===== src/rtl/uart_tx.sv =====
// uart_tx: serialises one byte per valid/ready handshake into a start/data/parity/stop frame
module uart_tx #(
  parameter int CLKS_PER_BIT = 1,
  parameter int DATA_BITS    = 8,
  parameter int PARITY       = 0,
  parameter int STOP_BITS    = 1
) (
  input  logic                 clk,
  input  logic                 rst_n,
  input  logic                 en,
  input  logic                 in_valid,
  input  logic [DATA_BITS-1:0] in_data,
  output logic                 in_ready,
  output logic                 tx,
  output logic                 busy,
  output logic                 done
);
  localparam int CW = $clog2(CLKS_PER_BIT + 1);
  localparam logic [CW-1:0] CLK_LAST = CW'(CLKS_PER_BIT - 1);
  localparam logic [2:0] DATA_LAST = 3'(DATA_BITS - 1);
  localparam logic [2:0] STOP_LAST = 3'(STOP_BITS - 1);

  typedef enum logic [2:0] {IDLE, START, DATA, PAR, STOP} state_t;

  state_t               state, state_nxt;
  logic [CW-1:0]        cnt, cnt_nxt;
  logic [2:0]           bit_idx, bit_nxt;
  logic [DATA_BITS-1:0] shreg, shreg_nxt;
  logic                 par, par_nxt;
  logic                 tx_nxt, busy_nxt, done_nxt;
  logic                 xfer, bit_end;

  assign in_ready = rst_n && en && (state == IDLE);
  assign xfer     = in_valid && in_ready;
  assign bit_end  = cnt == CLK_LAST;

  // State, datapath and registered outputs; reset aborts any frame in flight
  always_ff @(posedge clk) begin
    if (!rst_n) begin
      state   <= IDLE;
      cnt     <= '0;
      bit_idx <= '0;
      shreg   <= '0;
      par     <= 1'b0;
      tx      <= 1'b1;
      busy    <= 1'b0;
      done    <= 1'b0;
    end else begin
      state   <= state_nxt;
      cnt     <= cnt_nxt;
      bit_idx <= bit_nxt;
      shreg   <= shreg_nxt;
      par     <= par_nxt;
      tx      <= tx_nxt;
      busy    <= busy_nxt;
      done    <= done_nxt;
    end
  end

  // Frame sequencing: clock counter wraps per bit, bit counter tracks data and stop bits
  always_comb begin
    state_nxt = state;
    cnt_nxt   = (state == IDLE || bit_end) ? '0 : cnt + CW'(1);
    bit_nxt   = bit_idx;
    shreg_nxt = shreg;
    par_nxt   = par;
    case (state)
      IDLE: if (xfer) begin
        state_nxt = START;
        shreg_nxt = in_data;
        par_nxt   = (PARITY == 2) ? ~^in_data : ^in_data;
        bit_nxt   = '0;
      end
      START: if (bit_end) state_nxt = DATA;
      DATA: if (bit_end) begin
        shreg_nxt = shreg << 1;
        bit_nxt   = (bit_idx == DATA_LAST) ? 3'd0 : bit_idx + 3'd1;
        state_nxt = (bit_idx != DATA_LAST) ? DATA : (PARITY != 0) ? PAR : STOP;
      end
      PAR: if (bit_end) state_nxt = STOP;
      STOP: if (bit_end) begin
        bit_nxt   = (bit_idx == STOP_LAST) ? 3'd0 : bit_idx + 3'd1;
        state_nxt = (bit_idx == STOP_LAST) ? IDLE : STOP;
      end
      default: state_nxt = IDLE;
    endcase
  end

  // Outputs are computed from the upcoming state so the registered line matches it
  always_comb begin
    tx_nxt   = (state_nxt == START) ? 1'b0 :
               (state_nxt == DATA)  ? shreg_nxt[DATA_BITS-1] :
               (state_nxt == PAR)   ? par_nxt : 1'b1;
    busy_nxt = state_nxt != IDLE;
    done_nxt = (state_nxt == STOP) && (cnt_nxt == CLK_LAST) && (bit_nxt == STOP_LAST);
  end
endmodule


===== config.mk =====
export PLATFORM = sky130hd
export DESIGN_NAME = uart_tx
export DESIGN_NICKNAME = d
export VERILOG_FILES = /design/src/rtl/uart_tx.sv
export SDC_FILE = /design/constraint.sdc
export NUM_CORES = 1
export LEC_CHECK = 0
export CELL_PAD_IN_SITES_DETAIL_PLACEMENT = 1
export CELL_PAD_IN_SITES_GLOBAL_PLACEMENT = 2
export CORE_MARGIN = 1.5
export CORE_UTILIZATION = 32
export DETAILED_ROUTE_END_ITERATION = 10
export GPL_TIMING_DRIVEN = 0
export PLACE_DENSITY = 0.79
export SLEW_MARGIN = 20
export SYNTH_ARGS = -nofsm -noshare
export SYNTH_HDL_FRONTEND = slang
export SYNTH_SLANG_ARGS = --single-unit

===== constraint.sdc =====
create_clock -name clk -period 2.38 [get_ports clk]
set_input_delay 0.476 -clock clk [delete_from_list [all_inputs] [get_ports clk]]
set_output_delay 0.476 -clock clk [all_outputs]
set_load 0.1 [all_outputs]

==> results of run 1 <==
-- final timing paths --
check / end / slack, ps / cells past startpoint / startpoint
hold / removal: shreg[2]$_SDFFE_PN0P_ / 470 / 2 / shreg[2]$_SDFFE_PN0P_
setup / recovery: busy / 150 / 1 / busy$_SDFF_PN0_
hold reg to reg: shreg[2]$_SDFFE_PN0P_ / 470 / 2 / shreg[2]$_SDFFE_PN0P_
setup reg to reg: tx$_SDFF_PN1_ / 430 / 5 / state[0]$_SDFF_PN0_
-- placed cells by master (no fill, tap or decap), types with 3 or more instances in the layout --
cell type and instances:
ha_1 3, a21boi_1 3, clkdlybuf4s50_1 14, clkbuf_4 3
inv_1 4, nand2_1 10, dfxtp_1 19, buf_4 3
a22oi_1 7, a21boi_0 8, o21ai_0 6, xnor2_1 7
-- area by class of cell --
type,instances,share of cell area
Inverter,4,0.01124
Tap cell,46,0.04307
Multi-Input combinational cell,88,0.4916
Clock buffer,3,0.01685
Clock inverter,1,0.003745
Sequential cell,19,0.2846
Buffer,7,0.03839
Timing Repair Buffer,15,0.1105
-- cells by family after synthesis --
logic type               Yosys count  share of synthesized area
other                              1                   0.003402
multiplexers                       2                    0.01816
adder cells (fa/ha/maj)            3                    0.03406
XOR/XNOR                           7                    0.05562
AND/OR/NAND/NOR                   37                     0.2270
flip-flops                        19                     0.3451
buffers and inverters             11                    0.05901
AO/OA/AOI/OAI                     38                     0.2577
-- routing by layer --
metal	global-route usage	wire (microns)
met1	0.2028	1260
met2	0.3023	1432
met3	0.01863	57
met4	0.04559	19
met5	0	0
-- synth_stat cells (all sizes together) (3+ instances only) --
library cell | n | area, sq um
o21ai | 6 | 30.03
a21boi | 11 | 82.58
buf | 5 | 42.53
a22oi | 7 | 52.55
xnor2 | 7 | 61.31
dfxtp | 19 | 380.4
nand3 | 3 | 20.02
and2 | 3 | 20.02
nand2 | 10 | 37.54
ha | 3 | 37.54
inv | 4 | 15.01
-- registers in the layout (all words and copies together), names as in the netlist --
name,flops
shreg,8
bit_idx,3
state,3
busy,1
cnt,1
done,1
par,1
tx,1
-- power by group --
group	total, mW	internal, mW	switching, mW
clock network	0.160	0.0625	0.0971
logic	0.132	0.0585	0.0730
registers	0.334	0.328	0.00611
==> flow_summary_export.csv, run 1 <==
group,metric,value,unit
routing,route.detailed.drc,0,
routing,postRouteAntennaNets,0,
timing,tightest_slew,978.4,ps
pwr,leakage,0.4858,nW
worst_setup_path,path_cells,"clkdlybuf4s50_1",
worst_setup_path,cp-end-kind,"primary output",
worst_setup_path,cp_top_family,"buffers and inverters",
floorplanning,rows,21,
worst_setup_path,arrival,1760,ps
yosys,synth_cell_types,48,
cts,cts_setup_buffers,0,
yosys,synth_edf_count,0,
yosys,syn_area,1102,sq um
cts,cts.path.max_buffers,2,
timing,layout_setup_ws,146.7,ps
worst_setup_path,critical_path_required,1900,ps
timing,fin_hold_ws,465.5,ps
worst_setup_path,cp-start-kind,"register",
timing,setup_viol,0,
global_route,grt_pass1_vias,983,
routing,wl_per_cell,15.13,microns
worst_setup_path,cpPeakStageDelay,1130,ps
yosys,synth_flop_cell,"dfxtp_1",
placement,gp_congestion,0.6834,
global_route,antenna_found_initial,0,
final_layout,stdcell_count,183,
yosys,async_flop_share,0,
worst_setup_path,slowest_stage,"clkdlybuf4s50_1",
timing,finalSetupTns,0,ps
outcome,status,"finished, final reports clean",
floorplanning,core_area,3311,sq um
final_layout,multiInputGateArea,656.9,sq um
pwr,p_total,0.6254,mW
placement,dp.cells,179,
timing,timing.final.crit_share,0.9384,
placement,dpl.hpwl,2.131,mm
placement,pre_cts_slack,-781.8,ps
global_route,grt_pass1_wl,4.588,mm
cts,cts-root-buf,"clkbuf_4",
cts,cts.htree.levels,1,
floorplanning,io_pins,16,
routing,vias,945,
routing,first_pass_iters,4,
run,max-cap-violations,0,
worst_setup_path,crit_type,"reg -> out",
yosys,syn_area_per_cell,9.342,sq um
routing,wl,2.769,mm
yosys,seq_area_frac_synth,0.3451,
timing,period_needed,2233,ps
timing,fmax,447.8,MHz
worst_setup_path,crit_buf_inv,1,
timing,skew,1.276,ps
timing,grt_setup_unrepaired,"no",
final_layout,post-route-util,0.4036,
floorplanning,start_util,0.3330,
worst_setup_path,critPathMaxFanout,1,
cts,clock_latency,290,ps
final_layout,diodes,0,
yosys,ys.warnings.count,0,
routing,via_per_inst,5.164,
yosys,syn_nets,133,
timing,max-slew-margin-rel,0.3457,
cts,tritoncts,"done",
pwr,power_density,468.0,nW/um^2
cts,cts_hold_buffers,0,
final_layout,final_cell_area,1336,sq um
global_route,grt_max_degree,12,
floorplanning,dieArea,3806,sq um
floorplanning,die_w,61.69,microns
cts,clkTransAtPathRegs,110,ps
worst_hold_path,hp-class,"reg -> reg",
cts,post_cts_resized,6,
yosys,ys_seq_elements,19,
pwr,vdd_ir_drop_max,266.6,uV
placement,placed_area,1310,sq um
final_layout,final_nets,153,
floorplanning,fp.dieH,61.69,microns
final_layout,seq_area,380.4,sq um
routing,dr.first_iter.drc_count,42,
final_layout,drive_gt1_frac,0.1387,
placement,port_buffers,15,
global_route,groute.usage.overall,0.1648,
timing,slew_violations,0,
final_layout,fillers,424,
cts,cts_sinks,19,
final_layout,areaGrowthSynthToFinish,21.23,%
cts,numCtsBuffers,3,
global_route,grt-ovfl-total,0,
timing,hold_violations,0,
yosys,synthCells,118,
Power figures use the tool's default switching activity.
==> inputs of run 2 (changes only) <==
Settings changed: ABC_AREA from default to 1, CELL_PAD_IN_SITES_DETAIL_PLACEMENT 1 to 2, CORE_UTILIZATION 32 to 29, MAX_ROUTING_LAYER from default to met4, PLACE_DENSITY 0.79 to 0.81.
==> run 2 against run 1 <==
Count of clock-buffer cells in the layout stayed put. Synthesized cell count is 51% higher. Sequential share of layout area is 1.7 points lower. First-iteration DRC count is 29% lower. Sequential power hardly changed. Clock skew is 2.2 ps higher. Via count is 27% higher. Critical endpoint is now in_ready.
==> flow_summary_export.csv, run 2 <==
group,metric,value,unit
outcome,status,"finished, final reports clean",
routing,first_pass_iters,4,
pwr,power_frac_seq,0.467,
global_route,grt-ovfl-total,0,
timing,hold_violations,0,
cts,cts_hold_buffers,0,
yosys,seq_area_frac_synth,0.3258,
pwr,power_density,504.0,nW/um^2
placement,dp.cells,241,
yosys,synth_flop_cell,"dfxtp_1",
routing,via_per_inst,4.898,
routing,postRouteAntennaNets,0,
yosys,yosysMostFrequentCell,"nand2_1",
final_layout,layout_commonest_cell,"nand2_1",
run,max-cap-violations,0,
final_layout,final_cell_mix,"nand2_1 (63), inv_1 (20), dfxtp_1 (19)",
pwr,internal_power,0.4989,mW
cts,clkTransAtPathRegs,70,ps
final_layout,fillers,452,
worst_setup_path,r2r-end,"tx$_SDFF_PN1_",
timing,slew_violations,0,
routing,dr.first_iter.drc_count,30,
cts,post_cts_resized,5,
placement,port_buffers,15,
cts,cts.path.max_buffers,2,
yosys,synth_simple_gate_area_share,0.4041,
final_layout,areaGrowthSynthToFinish,21.54,%
worst_setup_path,ff2ff_setup_slack,720,ps
worst_setup_path,reg2regPathDepth,10,
yosys,ys_seq_elements,19,
routing,wl_per_cell,14.47,microns
yosys,synth_cell_types,23,
timing,grt_setup_unrepaired,"no",
routing,wl,3.546,mm
global_route,groute.usage.overall,0.1851,
yosys,synthTopCellsByCount,"nand2_1 (63), inv_1 (20), dfxtp_1 (19)",
yosys,yosysTopAreaCellShare,0.3258,
timing,tightest_slew,984.6,ps
timing,skew,3.494,ps
timing,period_needed,2293,ps
routing,route.detailed.drc,0,
cts,cts-root-buf,"clkbuf_8",
worst_setup_path,crit_type,"in -> out",
timing,max-slew-margin-rel,0.3416,
pwr,leakage,0.6966,nW
cts,clock_latency,260,ps
pwr,swShare,0.3022,
yosys,synth_top_family_by_area,"simple AND/OR/NAND/NOR gates",
final_layout,stdcell_count,245,
worst_hold_path,min_to,"shreg[3]$_SDFFE_PN0P_",
cts,cts_sinks,19,
worst_hold_path,min_from,"shreg[3]$_SDFFE_PN0P_",
cts,cts_setup_buffers,0,
yosys,synth_fa_ha_area_frac,0.03215,
worst_setup_path,critPathMaxFanout,4,
placement,gp_congestion,0.7676,
cts,cts.htree.levels,1,
final_layout,largest-register,"shreg",
yosys,synthCells,178,
final_layout,post-route-util,0.3762,
cts,tritoncts,"done",
timing,timing.final.crit_share,0.9636,
final_layout,largest_register_ffs,8,
yosys,syn_area_per_cell,6.558,sq um
yosys,synth_edf_count,0,
final_layout,top_regs,"shreg: 8 flops, bit_idx: 3 flops, state: 3 flops",
floorplanning,start_util,0.3096,
yosys,ys.warnings.count,0,
floorplanning,io_pins,16,
final_layout,final_nets,213,
worst_hold_path,holdPathStages,2,
pwr,p_comb_frac,0.213,
routing,vias,1200,
yosys,synth_xor_area_frac,0.007503,
yosys,synth_compound_area_frac,0.1115,
global_route,grt_pass1_vias,1344,
floorplanning,die_w,66.45,microns
yosys,synthTopCellsByArea,"dfxtp_1 (33%), nand2_1 (20%), inv_1 (6.4%), nand3_1 (5.6%), nor2_1 (5.5%)",
placement,dpl.hpwl,3.069,mm
final_layout,drive_gt1_frac,0.1015,
worst_setup_path,cp-start-kind,"input pin",
timing,setup_viol,0,
pwr,power.switching,0.2161,mW
worst_setup_path,crit_start,"rst_n",
floorplanning,dieArea,4415,sq um
global_route,antenna_found_initial,0,
yosys,syn_area,1167,sq um
yosys,syn_nets,193,
timing,fmax,436.0,MHz
floorplanning,core_area,3771,sq um
pwr,pwr-share-clk,0.320,
worst_setup_path,timing.rr.start,"bit_idx[0]$_SDFF_PN0_",
worst_setup_path,cp-end-kind,"primary output",
global_route,grt_pass1_wl,6.030,mm
floorplanning,rows,22,
worst_setup_path,arrival,1820,ps
yosys,yosysTopAreaCell,"dfxtp_1",
cts,numCtsBuffers,3,
global_route,grt_max_degree,12,
pwr,vdd_ir_drop_max,286.7,uV
final_layout,diodes,0,
worst_hold_path,hp-class,"reg -> reg",
yosys,async_flop_share,0,
floorplanning,fp.dieH,66.45,microns
yosys,synthMuxAreaShare,0,
worst_setup_path,critical_path_required,1900,ps
[run 2: how the worst max path moves through the flow]
stage	to	slack, ps	depth (start not counted)
after floorplan	in_ready	580	4
after global placement	in_ready	-600	6
after detailed placement	in_ready	-620	6
after CTS	in_ready	70	6
after global routing	in_ready	5	6
final	in_ready	90	6
[run 2: cells by family (layout without fill, tap and decap cells)]
family	count (synthesis)	count (layout)
AND/OR/NAND/NOR	102	102
buffers and inverters	29	48
AO/OA/AOI/OAI	23	23
flip-flops	19	19
adder cells (fa/ha/maj)	3	3
other	1	1
XOR/XNOR	1	1
[run 2: power by group through the flow]
stage / Clock, mW / Combinational (mW) / Sequential [mW]
after floorplan: 0 / 0.0845 / 0.356
after global placement: 0 / 0.145 / 0.341
after detailed placement: 0 / 0.156 / 0.342
after CTS: 0.233 / 0.155 / 0.334
after global routing: 0.245 / 0.169 / 0.335
final: 0.229 / 0.152 / 0.334
[run 2: worst max-delay path: stages]
cell and delay (ps):
clkdlybuf4s50_1 550, nand2_1 90, inv_1 120, nand3_4 110, inv_1 60, buf_2 410
[run 2: layer usage]
layer	GRT usage	up-vias	part of all wire	wire length, microns
met5	-	-	0	0
met4	0.06122	0	0.015	52
met3	0.005111	4	0.0085	30
met2	0.3463	12	0.55	1952
met1	0.2111	589	0.43	1511
li1	-	595	-	-
[run 2: metrics by stage]
step | hold slack (ps) | setup TNS [ps] | power [mW] | instance area (sq um) | worst slack, ps
global placement | 452.2 | -604.0 | 0.4862 | 1378 | -604.0
CTS | 480.5 | 0 | 0.7228 | 1419 | 74.71
detailed placement | 471.9 | -623.0 | 0.4973 | 1378 | -623.0
finish | 476.7 | 0 | 0.7151 | 1419 | 86.54
global route | 506.9 | 0 | 0.7486 | 1419 | 4.859
floorplan | 439.2 | 0 | 0.4405 | 1167 | 582.3
[run 2: area by class of cell]
class	count	area, sq um	area share
Inverter	25	93.84	0.06614
Timing Repair Buffer	15	145.1	0.1023
Sequential cell	19	380.4	0.2681
Multi-Input combinational cell	130	651.9	0.4594
Buffer	4	41.29	0.02910
Clock inverter	1	5.005	0.003527
Tap cell	48	60.06	0.04233
Clock buffer	3	41.29	0.02910
==> inputs of run 3 (changes only) <==
Settings changed: CORE_ASPECT_RATIO from default to 0.7.
==> run 3 against run 2 <==
First-iteration DRC count shrank 27%. Power about the same. Sequential power is essentially flat. Critical endpoint unchanged.
==> flow_summary_export.csv, run 3 (same netlist as run 2, synthesis figures left out) <==
group,metric,value,unit
final_layout,post-route-util,0.3659,
pwr,vdd_ir_drop_max,205.6,uV
timing,slew_violations,0,
routing,postRouteAntennaNets,0,
final_layout,drive_gt1_frac,0.1015,
routing,via_per_inst,4.703,
final_layout,top_regs,"shreg: 8 flops, bit_idx: 3 flops, state: 3 flops",
floorplanning,io_pins,16,
global_route,grt-ovfl-total,0,
timing,setup_viol,0,
routing,route.detailed.drc,0,
final_layout,areaGrowthSynthToFinish,22.19,%
timing,period_needed,2199,ps
final_layout,final_nets,213,
outcome,status,"finished, final reports clean",
placement,gp_congestion,0.8616,
final_layout,multiInputGateArea,651.9,sq um
global_route,antenna_found_initial,0,
worst_setup_path,cp-end-kind,"primary output",
worst_setup_path,cpMostUsedCell,"inv_1",
routing,wl,3.503,mm
floorplanning,dieArea,4421,sq um
pwr,leakage,0.6965,nW
worst_setup_path,timing.rr.start,"bit_idx[0]$_SDFF_PN0_",
cts,cts-root-buf,"clkbuf_8",
final_layout,layout_commonest_cell,"nand2_1",
pwr,power.switching,0.2164,mW
pwr,swShare,0.3024,
timing,finalSetupTns,0,ps
worst_setup_path,cpPeakStageDelay,550,ps
global_route,groute.usage.overall,0.1768,
timing,layout_setup_ws,181.2,ps
worst_setup_path,slowest_stage,"clkdlybuf4s50_1",
routing,first_pass_iters,3,
cts,tritoncts,"done",
worst_setup_path,cp_top_family,"buffers and inverters",
final_layout,seq_area,380.4,sq um
floorplanning,core_area,3899,sq um
run,max-cap-violations,0,
timing,tightest_slew,968.0,ps
pwr,p_comb_frac,0.213,
worst_setup_path,reg2regPathDepth,10,
final_layout,fillers,491,
worst_setup_path,critPathMaxFanout,4,
final_layout,largest_register_ffs,8,
worst_setup_path,arrival,1720,ps
pwr,power_frac_seq,0.467,
cts,clock_latency,260,ps
final_layout,stdcell_count,249,
worst_setup_path,r2r-end,"tx$_SDFF_PN1_",
worst_setup_path,crit_start,"rst_n",
routing,dr.first_iter.drc_count,22,
cts,cts_sinks,19,
global_route,grt_pass1_vias,1325,
floorplanning,fp.dieH,56.08,microns
worst_setup_path,crit_type,"in -> out",
timing,fmax,454.8,MHz
timing,skew,3.060,ps
placement,dp.cells,245,
cts,cts_hold_buffers,0,
timing,grt_setup_unrepaired,"no",
placement,pre_cts_slack,-636.3,ps
worst_setup_path,critPathCapture,"in_ready",
floorplanning,rows,19,
worst_setup_path,path_cells,"clkdlybuf4s50_1 -> nand2_1 -> inv_1 -> nand3_4 -> inv_1 -> clkbuf_4",
routing,vias,1171,
placement,port_buffers,15,
final_layout,largest-register,"shreg",
worst_setup_path,cp-start-kind,"input pin",
cts,clkTransAtPathRegs,70,ps
pwr,pwr-share-clk,0.321,
global_route,grt_pass1_wl,5.975,mm
placement,dpl.hpwl,2.849,mm
worst_setup_path,ff2ff_setup_slack,680,ps
worst_setup_path,worstSetupPathDepth,6,
timing,timing.final.crit_share,0.9239,
floorplanning,die_w,78.83,microns
cts,numCtsBuffers,3,
worst_setup_path,critical_path_required,1900,ps
pwr,power_density,501.7,nW/um^2
timing,fin_hold_ws,465.4,ps
final_layout,final_cell_mix,"nand2_1 (63), inv_1 (20), dfxtp_1 (19)",
worst_hold_path,hp-class,"reg -> reg",
pwr,internal_power,0.4992,mW
timing,hold_violations,0,
final_layout,diodes,0,
timing,max-slew-margin-rel,0.3527,
worst_setup_path,crit_buf_inv,4,
cts,cts.htree.levels,1,
floorplanning,start_util,0.2994,
cts,cts.path.max_buffers,2,
global_route,grt_max_degree,12,
routing,wl_per_cell,14.07,microns
-- run 3: cell type report --
cell class,count,area share
clock inverters,1,0.003509
inverters,25,0.06579
well taps,52,0.04561
plain buffers,4,0.02895
clock buffers,3,0.02895
multi-input cells,130,0.4570
flip-flops and latches,19,0.2667
repair buffers,15,0.1035
-- run 3: worst reg2reg max path, cell delays in order (launching register included) --
cell and delay (ps):
dfxtp_1 350, ha_1 220, ha_1 170, nand2_1 120
nand3_1 140, nand2_1 120, nor2_1 50, nand2_1 120
nand2_1 80, a21oi_1 150, nand2_1 80
-- run 3: per-stage QoR --
step           total power, mW  area [sq um]
3_3_place_gp            0.4857          1383
2_1_floorplan           0.4405          1167
3_5_place_dp            0.4960          1383
4_1_cts                 0.7323          1424
6_report                0.7156          1426
5_1_grt                 0.7632          1426
-- run 3: metal layers --
| layer | vias to the layer above | global-route usage | routed length (microns) |
|---|---|---|---|
| li1 | 600 | - | - |
| met5 | - | - | 0 |
| met1 | 558 | 0.2208 | 1621 |
| met4 | 0 | 0.02256 | 12 |
| met2 | 11 | 0.3054 | 1790 |
| met3 | 2 | 0.03443 | 79 |
-- run 3: power by group through the flow --
stage	Combinational (mW)	Clock, mW	Sequential, mW
3_3_place_gp	0.145	0	0.341
6_report	0.152	0.229	0.334
5_1_grt	0.168	0.259	0.336
4_1_cts	0.155	0.244	0.334
3_5_place_dp	0.155	0	0.341
2_1_floorplan	0.0845	0	0.356
-- run 3: worst min-delay path by stage --
| stage | cells past startpoint | slack [ps] | startpoint | endpoint |
|---|---|---|---|---|
| after floorplan | 2 | 440 | shreg[0]$_SDFFE_PN0P_ | shreg[0]$_SDFFE_PN0P_ |
| after global placement | 2 | 450 | shreg[0]$_SDFFE_PN0P_ | shreg[0]$_SDFFE_PN0P_ |
| final | 2 | 470 | shreg[0]$_SDFFE_PN0P_ | shreg[0]$_SDFFE_PN0P_ |
| after global routing | 2 | 500 | shreg[0]$_SDFFE_PN0P_ | shreg[0]$_SDFFE_PN0P_ |
| after CTS | 2 | 470 | shreg[0]$_SDFFE_PN0P_ | shreg[0]$_SDFFE_PN0P_ |
| after detailed placement | 2 | 460 | shreg[0]$_SDFFE_PN0P_ | shreg[0]$_SDFFE_PN0P_ |
-- run 3: repair_timing --
action,4_1_cts,5_1_grt
resized for setup,5,1
setup buffers,0,0
setup endpoints to repair,1,1
